==> config.mk <==
export PLATFORM = sky130hd
export DESIGN_NAME = uart_rx_flat
export DESIGN_NICKNAME = d
export VERILOG_FILES = /design/src/rtl/uart_rx_if.sv /design/src/rtl/uart_rx.sv /design/src/flat_wrapper.sv
export SDC_FILE = /design/constraint.sdc
export NUM_CORES = 1
export LEC_CHECK = 0
export BUFFER_PORTS_ARGS = -buffer_cell sky130_fd_sc_hd__buf_2
export CAP_MARGIN = 20
export CORE_MARGIN = 8
export CORE_UTILIZATION = 61
export CTS_BUF_LIST = sky130_fd_sc_hd__clkbuf_4 sky130_fd_sc_hd__clkbuf_8 sky130_fd_sc_hd__clkbuf_16
export CTS_CLUSTER_SIZE = 30
export DETAILED_ROUTE_END_ITERATION = 12
export PLACE_DENSITY = 0.82
export SETUP_SLACK_MARGIN = 0.1
export SLEW_MARGIN = 20
export SYNTH_ARGS = -nofsm -noshare
export SYNTH_HDL_FRONTEND = slang
export SYNTH_SLANG_ARGS = --single-unit
==> constraint.sdc <==
create_clock -name clk -period 3.7 [get_ports clk]
set_clock_uncertainty 0.05 [all_clocks]
set_input_delay 0.37 -clock clk [delete_from_list [all_inputs] [get_ports clk]]
set_output_delay 0.37 -clock clk [all_outputs]
set_load 0.005 [all_outputs]
==> src/rtl/uart_rx_if.sv <==
// Serial-side bundle of the UART receiver: oversampling strobe and line in,
// received byte plus completion/error strobes out.
interface uart_rx_if #(
  parameter int DBIT = 8
);
  logic            s_tick;
  logic            rx;
  logic [DBIT-1:0] dout;
  logic            rx_done_tick;
  logic            frame_err;

  modport master (
    output s_tick,
    output rx,
    input  dout,
    input  rx_done_tick,
    input  frame_err
  );

  modport slave (
    input  s_tick,
    input  rx,
    output dout,
    output rx_done_tick,
    output frame_err
  );
endinterface

==> src/rtl/uart_rx.sv <==
// 8N1-style UART receive engine: 16x oversampled, mid-bit sampling, registered done/error pulses.
// Latency: done one clk after the s_tick that ends the stop period; no back-pressure, dout holds until next frame.
module uart_rx #(
  parameter int DBIT    = 8,
  parameter int SB_TICK = 16,
  parameter int OVS     = 16
) (
  input  logic      clk,
  input  logic      reset,
  uart_rx_if.slave  bus
);

  localparam int SMAX = (OVS > SB_TICK) ? OVS : SB_TICK;
  localparam int SW   = $clog2(SMAX) + 1;
  localparam int NW   = $clog2(DBIT) + 1;

  localparam logic [SW-1:0] S_HALF = SW'(OVS / 2 - 1);
  localparam logic [SW-1:0] S_BIT  = SW'(OVS - 1);
  localparam logic [SW-1:0] S_STOP = SW'(SB_TICK - 1);
  localparam logic [NW-1:0] N_LAST = NW'(DBIT - 1);

  typedef enum logic [1:0] {
    IDLE  = 2'd0,
    START = 2'd1,
    DATA  = 2'd2,
    STOP  = 2'd3
  } state_t;

  state_t          state_q, state_d;
  logic [SW-1:0]   s_q, s_d;
  logic [NW-1:0]   n_q, n_d;
  logic [DBIT-1:0] b_q, b_d;
  logic [DBIT-1:0] dout_q, dout_d;
  logic            done_q, done_d;
  logic            ferr_q, ferr_d;
  logic            rx_meta_q, rx_s_q;

  // Line idles high, so the synchroniser resets to 1 to avoid a false start edge.
  always_ff @(posedge clk or negedge reset) begin
    if (!reset) begin
      rx_meta_q <= 1'b1;
      rx_s_q    <= 1'b1;
    end else begin
      rx_meta_q <= bus.rx;
      rx_s_q    <= rx_meta_q;
    end
  end

  always_ff @(posedge clk or negedge reset) begin
    if (!reset) begin
      state_q <= IDLE;
      s_q     <= '0;
      n_q     <= '0;
      b_q     <= '0;
      dout_q  <= '0;
      done_q  <= 1'b0;
      ferr_q  <= 1'b0;
    end else begin
      state_q <= state_d;
      s_q     <= s_d;
      n_q     <= n_d;
      b_q     <= b_d;
      dout_q  <= dout_d;
      done_q  <= done_d;
      ferr_q  <= ferr_d;
    end
  end

  always_comb begin
    state_d = state_q;
    s_d     = s_q;
    n_d     = n_q;
    b_d     = b_q;
    dout_d  = dout_q;
    done_d  = 1'b0;
    ferr_d  = 1'b0;

    unique case (state_q)
      IDLE: begin
        // Edge detection is tick-independent; a coincident tick is deliberately not counted.
        if (!rx_s_q) begin
          state_d = START;
          s_d     = '0;
        end
      end
      START: begin
        if (bus.s_tick) begin
          if (s_q == S_HALF) begin
            if (!rx_s_q) begin
              state_d = DATA;
              s_d     = '0;
              n_d     = '0;
            end else begin
              state_d = IDLE;
            end
          end else begin
            s_d = s_q + 1'b1;
          end
        end
      end
      DATA: begin
        if (bus.s_tick) begin
          if (s_q == S_BIT) begin
            s_d = '0;
            b_d = {rx_s_q, b_q[DBIT-1:1]};
            if (n_q == N_LAST) begin
              state_d = STOP;
            end else begin
              n_d = n_q + 1'b1;
            end
          end else begin
            s_d = s_q + 1'b1;
          end
        end
      end
      STOP: begin
        if (bus.s_tick) begin
          if (s_q == S_STOP) begin
            // A low stop bit still delivers the byte; the low line then reads as the next start.
            dout_d  = b_q;
            done_d  = 1'b1;
            ferr_d  = ~rx_s_q;
            state_d = IDLE;
          end else begin
            s_d = s_q + 1'b1;
          end
        end
      end
      default: state_d = IDLE;
    endcase
  end

  assign bus.dout         = dout_q;
  assign bus.rx_done_tick = done_q;
  assign bus.frame_err    = ferr_q;

endmodule

==> src/flat_wrapper.sv <==
// flat-port wrapper written by rule: the top's interface ports become plain ports
module uart_rx_flat 
#(
  parameter int DBIT    = 8,
  parameter int SB_TICK = 16,
  parameter int OVS     = 16
)
  (clk, reset, bus_s_tick, bus_rx, bus_dout, bus_rx_done_tick, bus_frame_err);
  uart_rx_if #(.DBIT(DBIT)) bus_i ();
  input  logic clk;
  input  logic reset;
  input wire logic [$bits(bus_i.s_tick)-1:0] bus_s_tick;
  input wire logic [$bits(bus_i.rx)-1:0] bus_rx;
  output wire logic [$bits(bus_i.dout)-1:0] bus_dout;
  output wire logic [$bits(bus_i.rx_done_tick)-1:0] bus_rx_done_tick;
  output wire logic [$bits(bus_i.frame_err)-1:0] bus_frame_err;
  assign bus_i.s_tick = bus_s_tick;
  assign bus_i.rx = bus_rx;
  assign bus_dout = bus_i.dout;
  assign bus_rx_done_tick = bus_i.rx_done_tick;
  assign bus_frame_err = bus_i.frame_err;
  uart_rx #(.DBIT(DBIT), .SB_TICK(SB_TICK), .OVS(OVS)) u_core (.clk(clk), .reset(reset), .bus(bus_i));
endmodule
# After elaboration in Yosys (flattened, before gate mapping)
# Cells that the tools add are included.
totals:
  register_bits: 31
  latch_bits: 0
  ram_bits: 0
  rom_bits: 0
  input_bits: 4
  output_inout_bits: 10
  wordCells: 67
  memories: 0
classes:
  addsub: 2
  n_mul: 0
  n_div: 0
  order_cmp: 0
  n_eq_ne: 17
  shift: 0
  muxes: 31
  n_bitwise: 1
  reduce_logical: 7
op_table:
  columns: ["operator", "n"]
  rows:
  - ["2-to-1 mux 5 bit", 7]
  - ["2-to-1 mux 4 bit", 6]
  - ["one-hot mux 5 bit (4 select lines)", 1]
  - ["2-to-1 mux 2 bit", 9]
  - ["!= test 2 bit (second input constant)", 7]
  - ["!= test 2 x 1 -> 1 bit (second input constant)", 4]
  - ["one-hot mux 2 bit (4 select lines)", 1]
  - ["one-hot mux 4 bit (2 select lines)", 1]
  - ["AND reduction 8 bit", 1]
  - ["AND reduction 7 bit", 1]
  - ["2-to-1 mux 1 bit", 6]
  - ["AND reduction 3 bit", 2]
  - ["adder 5 x 1 -> 5 bit (second input constant)", 1]
  - ["equality test 5 x 3 -> 1 bit (second input constant)", 1]
  - ["equality test 5 x 4 -> 1 bit (second input constant)", 1]
  - ["adder 4 x 1 -> 4 bit (second input constant)", 1]
  - ["equality test 2 bit (second input constant)", 2]
  - ["equality test 4 x 3 -> 1 bit (second input constant)", 1]
  - ["AND reduction 4 bit", 1]
  - ["equality test 2 x 1 -> 1 bit (second input constant)", 1]
  - ["zero test 2 bit", 1]
  - ["nonzero test 2 bit", 1]
  - ["NOT 1 bit", 1]

# Longest topological paths before layout
# Gate-level depths: netlist (run 1).
depth:
  depth_word: 5
  ltp_mapped: 9
  ltp_nobuf: 7

# Worst setup path before layout (run 1)
# Ideal clock, no wire load.
synth_path:
  path_kind: "reg-to-reg"
  start: "register u_core.s_q[0]"
  end: "register u_core.n_q[0]"
  setup_ps: 118
  t_arrival_ps: 1847
  required_time_ps: 3532
  path_slack_ps: 1685
  stages_incl_launch_ff: 10
  n_path_buf: 2
  synth_period_minus_slack_ps: 2015
  cell_sequence: "dfrtp_1 ha_1 and3_1 ha_1 buf_2 and4b_1 buf_4 a22oi_4 nor3_1 a21o_1"
synth_via:
  elab_chain_len: 3
  word_cells_on_any_way: 5
  cone_classes: "4 x eq/ne; 1 x reduce/logical"
synth_rtl:
  columns: ["element", "line", "text"]
  rows:
  - ["start: declaration", "uart_rx.sv:30", "logic [SW-1:0] s_q, s_d;"]
  - ["start signal: assignment", "uart_rx.sv:52", "s_q <= '0;"]
  - ["start signal: assignment", "uart_rx.sv:60", "s_q <= s_d;"]
  - ["equality test 5 x 4 -> 1 bit or equality test 5 x 3 -> 1 bit (tied branches)", "uart_rx.sv:103, uart_rx.sv:88", null]
  - ["!= test 2 x 1 -> 1 bit (no line)", null, null]
  - ["AND reduction 7 bit (no line) *", null, null]
  - ["end signal: assignment", "uart_rx.sv:61", "n_q <= n_d;"]
  - ["end: declaration", "uart_rx.sv:31", "logic [NW-1:0] n_q, n_d;"]
# Mark *: on every way between the ends. The rest lies on a longest branch, timed or not.
# A chain may end at the register's enable or synchronous reset.

# Final worst setup path (run 1)
layout_path:
  start: "register u_core.s_q[0]"
  end: "register u_core.n_q[3]"
# Same word-level chain as after synthesis.

==> implementation parameters, run 1 <==
Parameter                              Value

Setup path
  Endpoint class of the critical path    register
  Crit path DAT    2.32 ns
  CP Cell Sequence    ha_1 -> and3_1 -> ha_1 -> and4b_1 -> a22oi_4 -> o21ai_0 -> o31ai_1
  Critical path required time    3.86 ns
  Library cell contributing the largest single delay on the critical path    sky130_fd_sc_hd__and4b_1
  Kind of critical path    reg2reg
  Crit start category    register
  Largest fanout on the critical path    10
  Slowest Stage Delay on Critical Path    0.48 ns
  Cell occurring most often along the worst timing path    sky130_fd_sc_hd__ha_1

GRT
  Largest net degree at the start of global routing    32
  Via count of the first global-routing pass    1,032
  Global-route wire length before repair    4330 microns
  Initial antenna violation count    0
  Overflow after GRT    0
  Overall track demand over capacity in global routing    13.1%

Finish
  Layout cell share with drive strength beyond 1    20.2%
  Final instance area    0.00158 sq mm
  Most frequent standard cell in the layout excluding fill and tap cells    sky130_fd_sc_hd__nand2_1
  Commonest cells after routing, fill and taps aside    54 x sky130_fd_sc_hd__nand2_1, 29 x sky130_fd_sc_hd__dfrtp_1, 13 x sky130_fd_sc_hd__buf_2, 7 x sky130_fd_sc_hd__clkbuf_4, 6 x sky130_fd_sc_hd__o21ai_0
  Post-layout utilization of the core    70.5%
  Antenna diode count    0
  Relative area change from synthesis to final layout    8.82%
  Total number of nets in the final design    170

Floorplan
  Number of primary I/O pins    14
  Die footprint    0.00419 sq mm
  Width of the die    64.7 microns
  Site row count    17
  Chip height    64.7 microns
  Area inside the core boundary    0.00223 sq mm
  Initial cell density of the core    64.8%

Synth
  Fraction of synthesis flops using an asynchronous set or reset pin    100%
  Number of warnings printed during yosys synthesis    0
  Post-synthesis cell area    0.00145 sq mm
  Count of cell types in the netlist    32
  Portion of synthesized cell area occupied by the leading cell type    50.1%
  Flip-flop cell with the highest count after synthesis    sky130_fd_sc_hd__dfrtp_1
  Number of enable flip-flop cells after synthesis    0
  Cell count after synthesis    147
  Syn Nets    155
  Top cell type by total area after synthesis    sky130_fd_sc_hd__dfrtp_1
  Synth Area per Inst    9.85 sq um
  Main area contributors after synthesis    sky130_fd_sc_hd__dfrtp_1 50%, sky130_fd_sc_hd__nand2_1 14%, sky130_fd_sc_hd__dfstp_2 3.6%
  Post-synthesis sequential area ratio    53.8%
  Number of synthesized register bits    31

Min path
  Hold Crit Class    in2async

STA
  Achievable clock frequency    463 MHz
  Period Utilization, post-route    58.4%
  Number of endpoints failing setup at the final stage    0
  Post-layout minimum cycle time    2.16 ns
  Final hold slack    0.00904 ns
  Max transition margin    56.7%
  Setup repair after global routing missed its margin    false
  Total count of max-transition violations in the final report    0
  Final Hold Vio Count    0
  Total negative slack    0 ns
  Worst Tran Pin Value    0.650 ns

Routing
  Sum of met3 wire segment lengths after detailed routing    127 microns
  WL/cell    13.0 microns
  Starting DRC count in detailed routing    51
  Highest routed metal layer    met4
  Detailed Route WL    2480 microns
  Met1 Routed Length    1100 microns
  WL met2    1200 microns
  Number of antenna-violating nets in the routed design    0
  Vias after detailed routing    1,043
  Drt drc    0
  Vias per cell    5.46
  Detailed-router iteration count before antenna repair    4

Power
  Maximum vdd ir drop    324 uV
  Standby leakage power    0.883 nW
  Ratio of total power to cell area    487 mW/mm^2
  Overall power consumption    767 uW

CTS
  Worst skew pair latency    0.32 ns
  Number of buffers added by the clock tree synthesis step    5
  Number of sinks handled by clock tree synthesis    31
  TritonCTS clock tree    built
  Buffer depth of the longest clock path    2
  Post-cts repair resize count    0
  Post-CTS clock slew at the launch and capture registers of the worst setup and hold paths    0.09 ns
  Buffer count from post-CTS setup fixing    0
  Post-CTS Hold Fix Bufs    0
  CTS H-tree depth    2
  Library cell used as clock root buffer    sky130_fd_sc_hd__clkbuf_4

Place
  Placed Instance Area    0.00152 sq mm
  Detailed-placement wirelength estimate    1770 microns
  IO Port Bufs    13
  RD Place Congestion    0.814

Run
  Max-cap viol count    0

Status
  Result of the run    finished clean
[cell usage after synthesis, types with 2 or more instances]
library cell and number:
sky130_fd_sc_hd__nand2b_1 2, sky130_fd_sc_hd__inv_1 4, sky130_fd_sc_hd__o21ai_0 6, sky130_fd_sc_hd__dfrtp_1 29, sky130_fd_sc_hd__mux2_2 2, sky130_fd_sc_hd__ha_1 4, sky130_fd_sc_hd__a22o_1 3, sky130_fd_sc_hd__and3_1 2
sky130_fd_sc_hd__nand2_1 54, sky130_fd_sc_hd__nand3b_1 3, sky130_fd_sc_hd__buf_4 2, sky130_fd_sc_hd__dfstp_2 2, sky130_fd_sc_hd__nand3_1 4, sky130_fd_sc_hd__nor2_1 4, sky130_fd_sc_hd__buf_2 3, sky130_fd_sc_hd__o21ai_1 2
sky130_fd_sc_hd__nor2b_1 5, sky130_fd_sc_hd__and4bb_2 2
[flip-flops by register name, summed over array words and instances, names as in the netlist, named ones only]
register / flops
u_core.bus.rx_done_tick: 1
u_core.state_q: 1
u_core.s_q: 5
u_core.rx_meta_q: 1
u_core.rx_s_q: 1
u_core.bus.dout: 8
u_core.bus.frame_err: 1
u_core.b_q: 8
u_core.n_q: 4
[critical path, delay by kind of cell (launching register included)]
family	cells	cell delay [ns]
flip-flops	1	0.38
AND/OR/NAND/NOR	2	0.67
AO/OA/AOI/OAI	3	0.44
adder cells (fa/ha/maj)	2	0.50
[report_power, final]
part	leakage, nW	total (mW)	internal, mW	switching (mW)
registers	0.414	0.418	0.372	0.0457
logic	0.434	0.151	0.0847	0.0667
clock network	0.0361	0.198	0.0886	0.109
[per-stage QoR]
step           worst slack, ns  std cells
6_report                  1.54        191
5_1_grt                   1.40        191
4_1_cts                   1.55        191
3_5_place_dp              1.58        183
3_3_place_gp              1.65        183
2_1_floorplan             1.68        147
[metal layers]
layer  GRT usage [%]  up-vias
met5               0        -
met4            7.08        0
met3            4.81        5
met2            22.0       17
met1            14.0      501
li1                -      520
[cell type report]
class,count,area (sq um)
clock buffers,7,52.6
clock inverters,1,5.00
fillers,172,658
inverters,5,18.8
multi-input cells,106,621
flip-flops and latches,31,778
well taps,28,35.0
repair buffers,13,65.1
[path summary, 6_finish.rpt]
| path | startpoint | end | slack, ns | cells past startpoint |
|---|---|---|---|---|
| min reg2reg | u_core.rx_meta_q | u_core.rx_s_q | 0.31 | 0 |
| min | reset | u_core.bus.dout[4] | 0.009 | 1 |
| max | u_core.s_q[0] | u_core.n_q[3] | 1.54 | 7 |
| max in group asynchronous | reset | u_core.s_q[1] | 3.17 | 1 |
| min in group clk | bus_rx | u_core.rx_meta_q | 0.09 | 1 |
| max reg2reg | u_core.s_q[0] | u_core.n_q[3] | 1.54 | 7 |
[kinds of logic (layout without fill, tap and decap cells)]
logic type	Yosys count	count (layout)	share of synthesized area (%)
flops	31	31	53.8
fa+ha+maj	4	4	3.46
mux	3	3	3.11
simple gates	80	80	25.9
compound gates	19	19	10.4
buf+inv	10	26	3.37
Power figures use the tool's default switching activity.
==> run 2: changes to the inputs <==
--- a/config.mk
+++ b/config.mk
@@ -8,11 +8,11 @@
 export BUFFER_PORTS_ARGS = -buffer_cell sky130_fd_sc_hd__buf_2
 export CAP_MARGIN = 20
 export CORE_MARGIN = 8
-export CORE_UTILIZATION = 61
+export CORE_UTILIZATION = 57
 export CTS_BUF_LIST = sky130_fd_sc_hd__clkbuf_4 sky130_fd_sc_hd__clkbuf_8 sky130_fd_sc_hd__clkbuf_16
 export CTS_CLUSTER_SIZE = 30
 export DETAILED_ROUTE_END_ITERATION = 12
-export PLACE_DENSITY = 0.82
+export PLACE_DENSITY = 0.77
 export SETUP_SLACK_MARGIN = 0.1
 export SLEW_MARGIN = 20
 export SYNTH_ARGS = -nofsm -noshare
==> constraint.sdc (replaced) <==
create_clock -name clk -period 2.1 [get_ports clk]
set_clock_uncertainty 0.05 [all_clocks]
set_input_delay 0.21 -clock clk [delete_from_list [all_inputs] [get_ports clk]]
set_output_delay 0.21 -clock clk [all_outputs]
set_load 0.005 [all_outputs]
==> run 2 against run 1 <==
Against the previous run:
- sequential share of layout area shrank 2.1 points
- worst setup slack worse by 1.4 ns
- worst hold slack better by 0.23 ns
- cell area rose by 4.4%
- sequential power grew 79%
- power rose by 80%
- largest cell class unchanged
- core utilization down 2.9 points
==> implementation parameters, run 2 (synthesized netlist as in run 1, its figures left out) <==
Parameter                              Value

CTS
  CTS H-tree depth    2
  Library cell used as clock root buffer    sky130_fd_sc_hd__clkbuf_4
  TritonCTS clock tree    built
  Number of buffers added by the clock tree synthesis step    5
  Post-CTS clock slew at the launch and capture registers of the worst setup and hold paths    0.08 ns
  Buffer depth of the longest clock path    2
  Worst skew pair latency    0.32 ns
  Number of sinks handled by clock tree synthesis    31

STA
  Total negative slack    0 ns
  Number of endpoints failing setup at the final stage    0
  Total count of max-transition violations in the final report    0
  Achievable clock frequency    520 MHz
  Post-layout minimum cycle time    1.92 ns
  Worst Tran Pin Value    0.660 ns
  Final Hold Vio Count    0
  Max transition margin    56.0%
  Min setup slack post-route    0.178 ns
  Period Utilization, post-route    91.5%
  Setup repair after global routing missed its margin    false

Place
  IO Port Bufs    13
  RD Place Congestion    0.811
  Pre-CTS setup slack    0.0395 ns
  Detailed-placement wirelength estimate    1970 microns

Routing
  Detailed-router iteration count before antenna repair    4
  Number of antenna-violating nets in the routed design    0
  Vias per cell    5.38
  Detailed Route WL    2760 microns
  Drt drc    0
  Starting DRC count in detailed routing    82
  Vias after detailed routing    1,070
  WL/cell    13.9 microns

Finish
  Antenna diode count    0
  Layout cell share with drive strength beyond 1    24.3%
  Most frequent standard cell in the layout excluding fill and tap cells    sky130_fd_sc_hd__nand2_1
  Commonest cells after routing, fill and taps aside    54 x sky130_fd_sc_hd__nand2_1, 29 x sky130_fd_sc_hd__dfrtp_1, 13 x sky130_fd_sc_hd__buf_2
  Relative area change from synthesis to final layout    13.6%
  Fillers    187
  Total number of nets in the final design    176

GRT
  Overall track demand over capacity in global routing    13.6%
  Largest net degree at the start of global routing    32
  Global-route wire length before repair    4520 microns
  Initial antenna violation count    0
  Overflow after GRT    0
  Via count of the first global-routing pass    1,008

Power
  Part of the power in the clock network    22.9%
  Cell-internal power    952 uW
  Reg power frac    54.2%
  Ratio of total power to cell area    839 mW/mm^2
  Switching component of the power    428 uW
  Switching portion of total power    31.0%
  Comb pwr share    22.9%
  Overall power consumption    1.38 mW
  Maximum vdd ir drop    662 uV
  Standby leakage power    0.890 nW

Setup path
  Worst reg2reg path endpoint    u_core.s_q[0]
  Register-to-register setup slack    0.18 ns
  FF-to-FF path depth    7
  Startpoint of the most critical setup path    u_core.s_q[1]
  R2r startpoint    u_core.s_q[1]
  Critical path required time    2.26 ns
  Endpoint class of the critical path    register
  Crit start category    register
  Crit path DAT    2.08 ns
  Timing endpoint of the critical path    u_core.s_q[0]
  Kind of critical path    reg2reg
  Largest fanout on the critical path    7

Run
  Max-cap viol count    0

Floorplan
  Chip height    66.4 microns
  Number of primary I/O pins    14
  Area inside the core boundary    0.00243 sq mm
  Site row count    18
  Width of the die    66.4 microns
  Initial cell density of the core    59.5%
  Die footprint    0.00441 sq mm

Min path
  Hold Crit Class    in2reg

Status
  Result of the run    finished clean
-- run 2: what timing repair did --
item,CTS,global route
hold buffers,2,0
gates cloned,0,0
setup buffers,0,1
setup endpoints to repair,5,6
pin swaps,0,1
gates resized for setup,3,3
hold endpoints to repair,30,0
-- run 2: layout make-up --
cell class / instances / area, sq um / share of cell area, %
Clock inverter: 3 / 15.0 / 0.913
Timing Repair Buffer: 19 / 115 / 7.00
Clock buffer: 5 / 37.5 / 2.28
Multi-Input combinational cell: 106 / 642 / 39.0
Inverter: 5 / 18.8 / 1.14
Sequential cell: 31 / 778 / 47.3
Tap cell: 30 / 37.5 / 2.28
-- run 2: stage by stage --
stage          utilization [%]  cells  hold slack (ns)  cell area, sq um
6_report                  67.6    199            0.239              1640
5_1_grt                   67.6    199            0.255              1640
4_1_cts                   66.7    198            0.227              1620
3_5_place_dp              63.4    188            0.234              1540
3_3_place_gp              63.4    188            0.223              1540
2_1_floorplan                -    147           -0.136              1450
-- run 2: worst min-delay path by stage --
stage / start / endpoint / depth (start not counted)
after floorplan: reset / async pin / 0
after global placement: reset / u_core.bus.dout[3] / 1
after detailed placement: reset / u_core.bus.dout[4] / 1
after CTS: bus_s_tick / register / 4
after global routing: bus_s_tick / register / 4
final: bus_s_tick / register / 4
-- run 2: critical path, stage by stage, from the launching register on --
cell	delay [ns]
sky130_fd_sc_hd__dfrtp_1	0.41
sky130_fd_sc_hd__ha_2	0.22
sky130_fd_sc_hd__and3_4	0.20
sky130_fd_sc_hd__ha_4	0.18
sky130_fd_sc_hd__a21bo_1	0.20
sky130_fd_sc_hd__a21oi_2	0.15
sky130_fd_sc_hd__o21ai_1	0.13
sky130_fd_sc_hd__mux2_2	0.28
-- run 2: per-layer routing --
layer  share of wire (%)  GRT usage (%)  vias to the layer above
met3                 6.4           3.90                        5
met4                 1.8           8.53                        0
li1                    -              -                      537
met5                   0              0                        -
met1                  44           16.9                      503
met2                  47           20.3                       25
-- run 2: power groups by stage --
stage / Sequential, mW / Clock [mW] / Combinational [mW]
final: 0.748 / 0.316 / 0.316
after global routing: 0.765 / 0.361 / 0.351
after CTS: 0.743 / 0.328 / 0.282
after detailed placement: 0.753 / 0 / 0.273
after global placement: 0.747 / 0 / 0.259
after floorplan: 0.706 / 0 / 0.251
